$ cat src/rtl/regfile_wb_arbiter.sv
// Writeback arbiter for a single-write-port register file: two one-entry slots
// (ALU and load), program-order issue, and read-address pending flags for decode stalls.
module regfile_wb_arbiter #(
  parameter int ADDR_W = 5,
  parameter int DATA_W = 32
) (
  input  logic              CLK,
  input  logic              reset,
  input  logic              a_valid,
  input  logic [ADDR_W-1:0] a_addr,
  input  logic [DATA_W-1:0] a_data,
  output logic              a_ready,
  input  logic              m_valid,
  input  logic [ADDR_W-1:0] m_addr,
  input  logic [DATA_W-1:0] m_data,
  output logic              m_ready,
  output logic              RegWrite,
  output logic [ADDR_W-1:0] WriteAddress,
  output logic [DATA_W-1:0] DataIn,
  input  logic [ADDR_W-1:0] Address1,
  input  logic [ADDR_W-1:0] Address2,
  output logic              Pending1,
  output logic              Pending2
);

  typedef enum logic [2:0] {EMPTY, A_ONLY, M_ONLY, A_OLD, M_OLD} state_t;

  state_t            state;
  state_t            state_next;
  logic [ADDR_W-1:0] slot_a_addr;
  logic [DATA_W-1:0] slot_a_data;
  logic [ADDR_W-1:0] slot_m_addr;
  logic [DATA_W-1:0] slot_m_data;

  logic a_full, m_full, grant_a, grant_m;
  logic a_take, m_take, a_keep, m_keep;

  assign a_full  = (state == A_ONLY) || (state == A_OLD) || (state == M_OLD);
  assign m_full  = (state == M_ONLY) || (state == A_OLD) || (state == M_OLD);
  assign grant_a = (state == A_ONLY) || (state == A_OLD);
  assign grant_m = (state == M_ONLY) || (state == M_OLD);

  assign a_ready = !a_full || grant_a;
  assign m_ready = !m_full || grant_m;
  assign a_take  = a_valid && a_ready;
  assign m_take  = m_valid && m_ready;
  // Entries that survive this edge: full and not being drained by the grant.
  assign a_keep  = a_full && !grant_a;
  assign m_keep  = m_full && !grant_m;

  always_comb begin
    state_next = EMPTY;
    if ((a_keep || a_take) && (m_keep || m_take)) begin
      // The surviving entry is older than any fresh one; two fresh entries put the load first.
      state_next = a_keep ? A_OLD : M_OLD;
    end else if (a_keep || a_take) begin
      state_next = A_ONLY;
    end else if (m_keep || m_take) begin
      state_next = M_ONLY;
    end
  end

  assign WriteAddress = grant_a ? slot_a_addr : (grant_m ? slot_m_addr : '0);
  assign DataIn       = grant_a ? slot_a_data : (grant_m ? slot_m_data : '0);
  // Register 0 is hardwired, so a granted write to it drains without a pulse.
  assign RegWrite     = (grant_a || grant_m) && (WriteAddress != '0);

  assign Pending1 = (Address1 != '0) &&
                    ((a_full && (slot_a_addr == Address1)) || (m_full && (slot_m_addr == Address1)));
  assign Pending2 = (Address2 != '0) &&
                    ((a_full && (slot_a_addr == Address2)) || (m_full && (slot_m_addr == Address2)));

  always_ff @(posedge CLK or negedge reset) begin
    if (!reset) begin
      state       <= EMPTY;
      slot_a_addr <= '0;
      slot_a_data <= '0;
      slot_m_addr <= '0;
      slot_m_data <= '0;
    end else begin
      state <= state_next;
      if (a_take) begin
        slot_a_addr <= a_addr;
        slot_a_data <= a_data;
      end
      if (m_take) begin
        slot_m_addr <= m_addr;
        slot_m_data <= m_data;
      end
    end
  end

endmodule

$ cat config.mk
export PLATFORM = sky130hd
export DESIGN_NAME = regfile_wb_arbiter
export DESIGN_NICKNAME = d
export VERILOG_FILES = /design/src/rtl/regfile_wb_arbiter.sv
export SDC_FILE = /design/constraint.sdc
export NUM_CORES = 1
export LEC_CHECK = 0
export CAP_MARGIN = 20
export CORE_UTILIZATION = 49
export CTS_CLUSTER_DIAMETER = 50
export DETAILED_ROUTE_END_ITERATION = 12
export PLACE_DENSITY = 0.85
export SLEW_MARGIN = 30
export SYNTH_ARGS = -nofsm -noshare
export SYNTH_HDL_FRONTEND = slang
export SYNTH_SLANG_ARGS = --single-unit
$ cat constraint.sdc
create_clock -name CLK -period 4.2 [get_ports CLK]
set_clock_uncertainty 0.15 [all_clocks]
set_input_delay 0.84 -clock CLK [delete_from_list [all_inputs] [get_ports CLK]]
set_output_delay 0.84 -clock CLK [all_outputs]
set_load 0.05 [all_outputs]
# Word level (Yosys, flattened, before mapping)
# Cells that the tools add are included.
# totals
mem_bits_rw	0
in_bits	88
rom_bits	0
ff_bits	77
latchBits	0
memories	0
out_inout_bits	42
wordCells	52
# op_classes
n_eq_ne	8
shifts	0
add_sub_neg	0
mux	8
order_cmp	0
bitwise_logic	0
div_mod_pow	0
multipliers	0
reduce_logical	31
# ops
cell	n
32-bit two-way mux	2
5-bit equality test	4
5-bit nonzero test	3
1-bit logical AND	12
1-bit logical OR	12
5-bit two-way mux	2
3-bit by 2-bit equality test with 1-bit output (second input constant)	2
3-bit two-way mux	2
1-bit zero test	4
2-bit two-way mux	2
3-bit by 1-bit equality test with 1-bit output (second input constant)	1
3-bit equality test (second input constant)	1

# Logic depth before layout (Yosys ltp)
# logic_depth
ltp_word	10
mapped_depth	6
mapped_depth_nobuf	4

# Least setup slack after synthesis
# Ideal clock, no wire load.
# synth_timing
path_type	reg2out
from	register state[2]
to	output RegWrite
required_time_ns	3.210
n_path_buf	1
path_stages_with_launch	5
arrival_time_ns	2.343
setup_slack_ns	0.867
path_cell_list	dfrtp_1 -> or3b_1 -> buf_6 -> o22ai_1 -> or4_1
# synth_via
elab_chain_len	6
elab_cells_between_ends	11
cone_classes	eq/ne: 4; mux: 2; reduce/logical: 5
# synth_lines
element	line	rtl
start: declaration	28	state_t state;
start signal: assignment	81	state <= state_next;
3-bit by 2-bit equality test with 1-bit output / 3-bit equality test (equally long branches)	41	assign grant_m = (state == M_ONLY) || (state == M_OLD);
1-bit logical OR	41	
5-bit two-way mux	63	assign WriteAddress = grant_a ? slot_a_addr : (grant_m ? slot_m_addr : '0);
5-bit two-way mux *	63	
net WriteAddress[1]	18	output logic [ADDR_W-1:0] WriteAddress,
5-bit nonzero test *	66	assign RegWrite = (grant_a || grant_m) && (WriteAddress != '0);
1-bit logical AND *	66	
end: declaration	17	output logic RegWrite,
# The timed path passes the listed nets; every way through them passes the cells marked *.

# Worst setup path after layout
# layout_timing
from	register state[2]
to	output Pending1
# layout_via
elab_chain_len	6
elab_cells_between_ends	12
cone_classes	eq/ne: 4; reduce/logical: 8
# layout_lines
element	line	rtl
3-bit by 1-bit equality test with 1-bit output, or another cell as far along	38	assign a_full = (state == A_ONLY) || (state == A_OLD) || (state == M_OLD);
1-bit logical OR, on equally long branches (2 in series)	38, 39	
1-bit logical AND	69	((a_full && (slot_a_addr == Address1)) || (m_full && (slot_m_addr == Address1)));
1-bit logical OR *	69	
1-bit logical AND *	68	assign Pending1 = (Address1 != '0) &&
end: declaration	22	output logic Pending1,
# Every way passes the cells marked *; elsewhere a longest branch is shown, timed or not.

==> results.py <==
metrics = {
    "timing": {
        "fin_setup_tns_ns": 0,
        "drv_slew": 0,
        "fin_ws_ns": 0.396,
        "hold_violations": 0,
        "grt_setup_unrepaired": "false",
        "period_needed_ns": 3.80,
        "max_freq_mhz": 263,
        "timing.final.crit_share_pct": 90.6,
        "tightest_slew_ns": 0.931,
        "relSlewSlack_pct": 37.7,
        "finalSetupViolCount": 0,
        "hold_ws_ns": 0.361,
    },
    "detailed_routing": {
        "drtAntennaViolNets": 0,
        "wl_um": 9270,
        "dr.pass1.iters": 4,
        "first_iter_violations": 69,
        "drc": 0,
        "avgRoutedWirePerCell_um": 16.5,
        "routed_via_density": 5.23,
        "vias": 2932,
    },
    "floorplan": {
        "die_area_um2": 8140,
        "start_util_pct": 51.7,
        "die_w_um": 90.2,
        "die_h_um": 90.2,
        "std_cell_rows": 31,
        "core_area_um2": 7370,
        "io-pin-count": 130,
    },
    "placed_design": {
        "place_ws_ns": 0.431,
        "placement.io_buffers": 129,
        "place_congestion": 0.855,
        "dp_hpwl_um": 6400,
    },
    "cells_and_area": {
        "synthToLayoutAreaGrowth_pct": 40.3,
        "nFillCells": 528,
        "drive_above_1_share_pct": 21.4,
        "num_antenna_cells": 0,
        "nets": 545,
        "final_util_pct": 72.6,
    },
    "grt": {
        "grt_max_degree": 78,
        "grt_pass1_wl_um": 15100,
        "grt_overflow": 0,
        "grtUsageTotal_pct": 24.0,
        "grt_pass1_vias": 3143,
        "antenna_found_initial": 0,
    },
    "synth": {
        "synthTopCellsByArea": "dfrtp_1, mux2_2, mux2_4",
        "synth_seq_cells": 77,
        "synth_cell_types": 28,
        "syn_area_per_cell_um2": 11.5,
        "netlist_area_um2": 3810,
        "synth_top_family_by_area": "multiplexers",
        "synth.most_common_cell": "dfrtp_1",
        "synth_compound_area_share_pct": 5.71,
        "synth_common_cells": "dfrtp_1, nand2_1, mux2_2",
        "yosysSeqAreaShare_pct": 50.5,
        "syn_inst": 332,
        "async_flop_share_pct": 100,
        "synth_nets": 420,
        "synth_adder_area_share_pct": 0,
        "synth_warnings": 0,
        "synth_xor_area_share_pct": 5.02,
        "synth_top_cell_area_share_pct": 50.5,
        "synth_flop_cell": "dfrtp_1",
        "yosysTopAreaCell": "dfrtp_1",
        "synthMuxAreaShare_pct": 24.3,
        "synth_edf_count": 0,
        "synthSimpleGateAreaFrac_pct": 10.6,
    },
    "critical_path": {
        "worstPathRequired_ns": 3.21,
        "end_kind": "output pin",
        "reg2reg_from": "state[2]$_DFF_PN0_",
        "cp.arrival_ns": 2.81,
        "timing.rr.end": "slot_a_data[28]$_DFFE_PN0P_",
        "reg2reg_depth": 3,
        "worstSetupPathType": "reg2out",
        "rrSetupSlack_ns": 1.86,
        "cpMaxStageDelayCell": "clkdlybuf4s50_1",
        "cp_cell_sequence": "or3b_1, o21ai_0, nand4_1, a21oi_1, clkdlybuf4s50_1",
        "critPathMaxStageDelay_ns": 0.82,
        "critPathLaunchType": "register",
        "cp_max_fo": 8,
    },
    "hold_path": {
        "holdCritPathClass": "in2async",
    },
    "cts": {
        "post-cts-setup-buffers": 0,
        "root_buffer": "clkbuf_8",
        "cts_tree": "done",
        "clk_pin_slew_worst_paths_ns": 0.09,
        "clkLatencyLatePin_ns": 0.33,
        "clk_path_buf_depth": 2,
        "cts.sinks": 77,
        "cts_max_level": 3,
        "holdBufCountCts": 0,
        "cts_buffers": 9,
        "cts_resized": 0,
    },
    "run_status": {
        "status": "complete, no violations",
    },
    "job": {
        "max-cap-violations": 0,
    },
    "power_and_ir_drop": {
        "p_leak_nw": 2.25,
        "vdd_drop_max_uv": 221,
        "power.density_nw_per_um2": 432,
    },
}
[worst max-delay path by stage]
stage	slack [ns]	startpoint	endpoint	cells after the start
2_1_floorplan	0.87	state[2]$_DFF_PN0_	RegWrite	4
3_3_place_gp	0.51	Address1[3]	Pending1	6
3_5_place_dp	0.43	Address2[3]	Pending2	6
4_1_cts	0.41	state[2]$_DFF_PN0_	Pending1	5
5_1_grt	0.30	state[2]$_DFF_PN0_	DataIn[23]	5
6_report	0.40	state[2]$_DFF_PN0_	Pending1	5
[critical path, delay by kind of cell (launching register included)]
| kind | cells | cell delay (ns) |
|---|---|---|
| buffers and inverters | 1 | 0.82 |
| AOI/OAI and AO/OA | 2 | 0.40 |
| and+or+nand+nor | 2 | 0.72 |
| DFF | 1 | 0.55 |
[report_power, final]
group / internal (W) / leakage, nW / switching, W
Combinational: 0.000354 / 1.25 / 0.000470
Sequential: 0.000837 / 0.902 / 0.0000721
Clock: 0.000295 / 0.0955 / 0.000281
Total: 0.00149 / 2.25 / 0.000824
[logic make-up after synthesis]
| logic type | after synthesis |
|---|---|
| compound gates | 42 |
| xor+xnor | 21 |
| buf+inv | 22 |
| flops | 77 |
| mux | 76 |
| simple gates | 94 |
[routing by layer]
layer	part of all wire (%)	vias to the layer above	global-route usage [%]	routed length, µm
met2	50	92	40.1	4590
met3	4.6	19	4.65	428
met4	3.4	0	12.0	315
li1	-	1377	-	-
met5	0	-	0	0
met1	42	1444	29.6	3930
[sequential cells by signal, summed over array words and instances, names as in the netlist]
name	flops
slot_a_data	32
state	3
slot_a_addr	5
slot_m_data	32
slot_m_addr	5
[stage by stage]
stage / cells / power, W / area [µm²]
finish: 561 / 0.00231 / 5350
global route: 561 / 0.00242 / 5350
CTS: 561 / 0.00233 / 5340
detailed placement: 545 / 0.00175 / 5140
global placement: 545 / 0.00173 / 5140
floorplan: 332 / 0.00144 / 3810
[layout make-up]
cell class / count / area [µm²] / area share (%)
flip-flops and latches: 77 / 1930 / 36.0
well taps: 99 / 124 / 2.32
clock buffers: 10 / 138 / 2.57
clock inverters: 6 / 70.1 / 1.31
inverters: 3 / 11.3 / 0.211
repair buffers: 133 / 1320 / 24.7
multi-input cells: 233 / 1760 / 32.8
[layout by cell type (no fill, tap or decap)]
cell type / n
bufinv_16: 1
o22ai_1: 2
clkinvlp_4: 3
dfrtp_1: 77
xor2_4: 1
inv_6: 2
or4_1: 3
or3b_1: 1
nand2b_1: 1
nor3_1: 4
clkbuf_8: 10
buf_6: 1
mux2_2: 55
buf_4: 4
o21ai_0: 1
a22oi_1: 2
nand3b_1: 1
mux2i_1: 2
clkdlybuf4s50_1: 128
nand2_2: 1
a21oi_1: 37
nor2b_2: 1
xnor2_1: 8
mux2_4: 19
inv_1: 3
xor2_1: 12
nand2_4: 1
nor2b_1: 2
nor2_1: 6
nand4_1: 4
nand2_1: 69
Power figures use the tool's default switching activity.
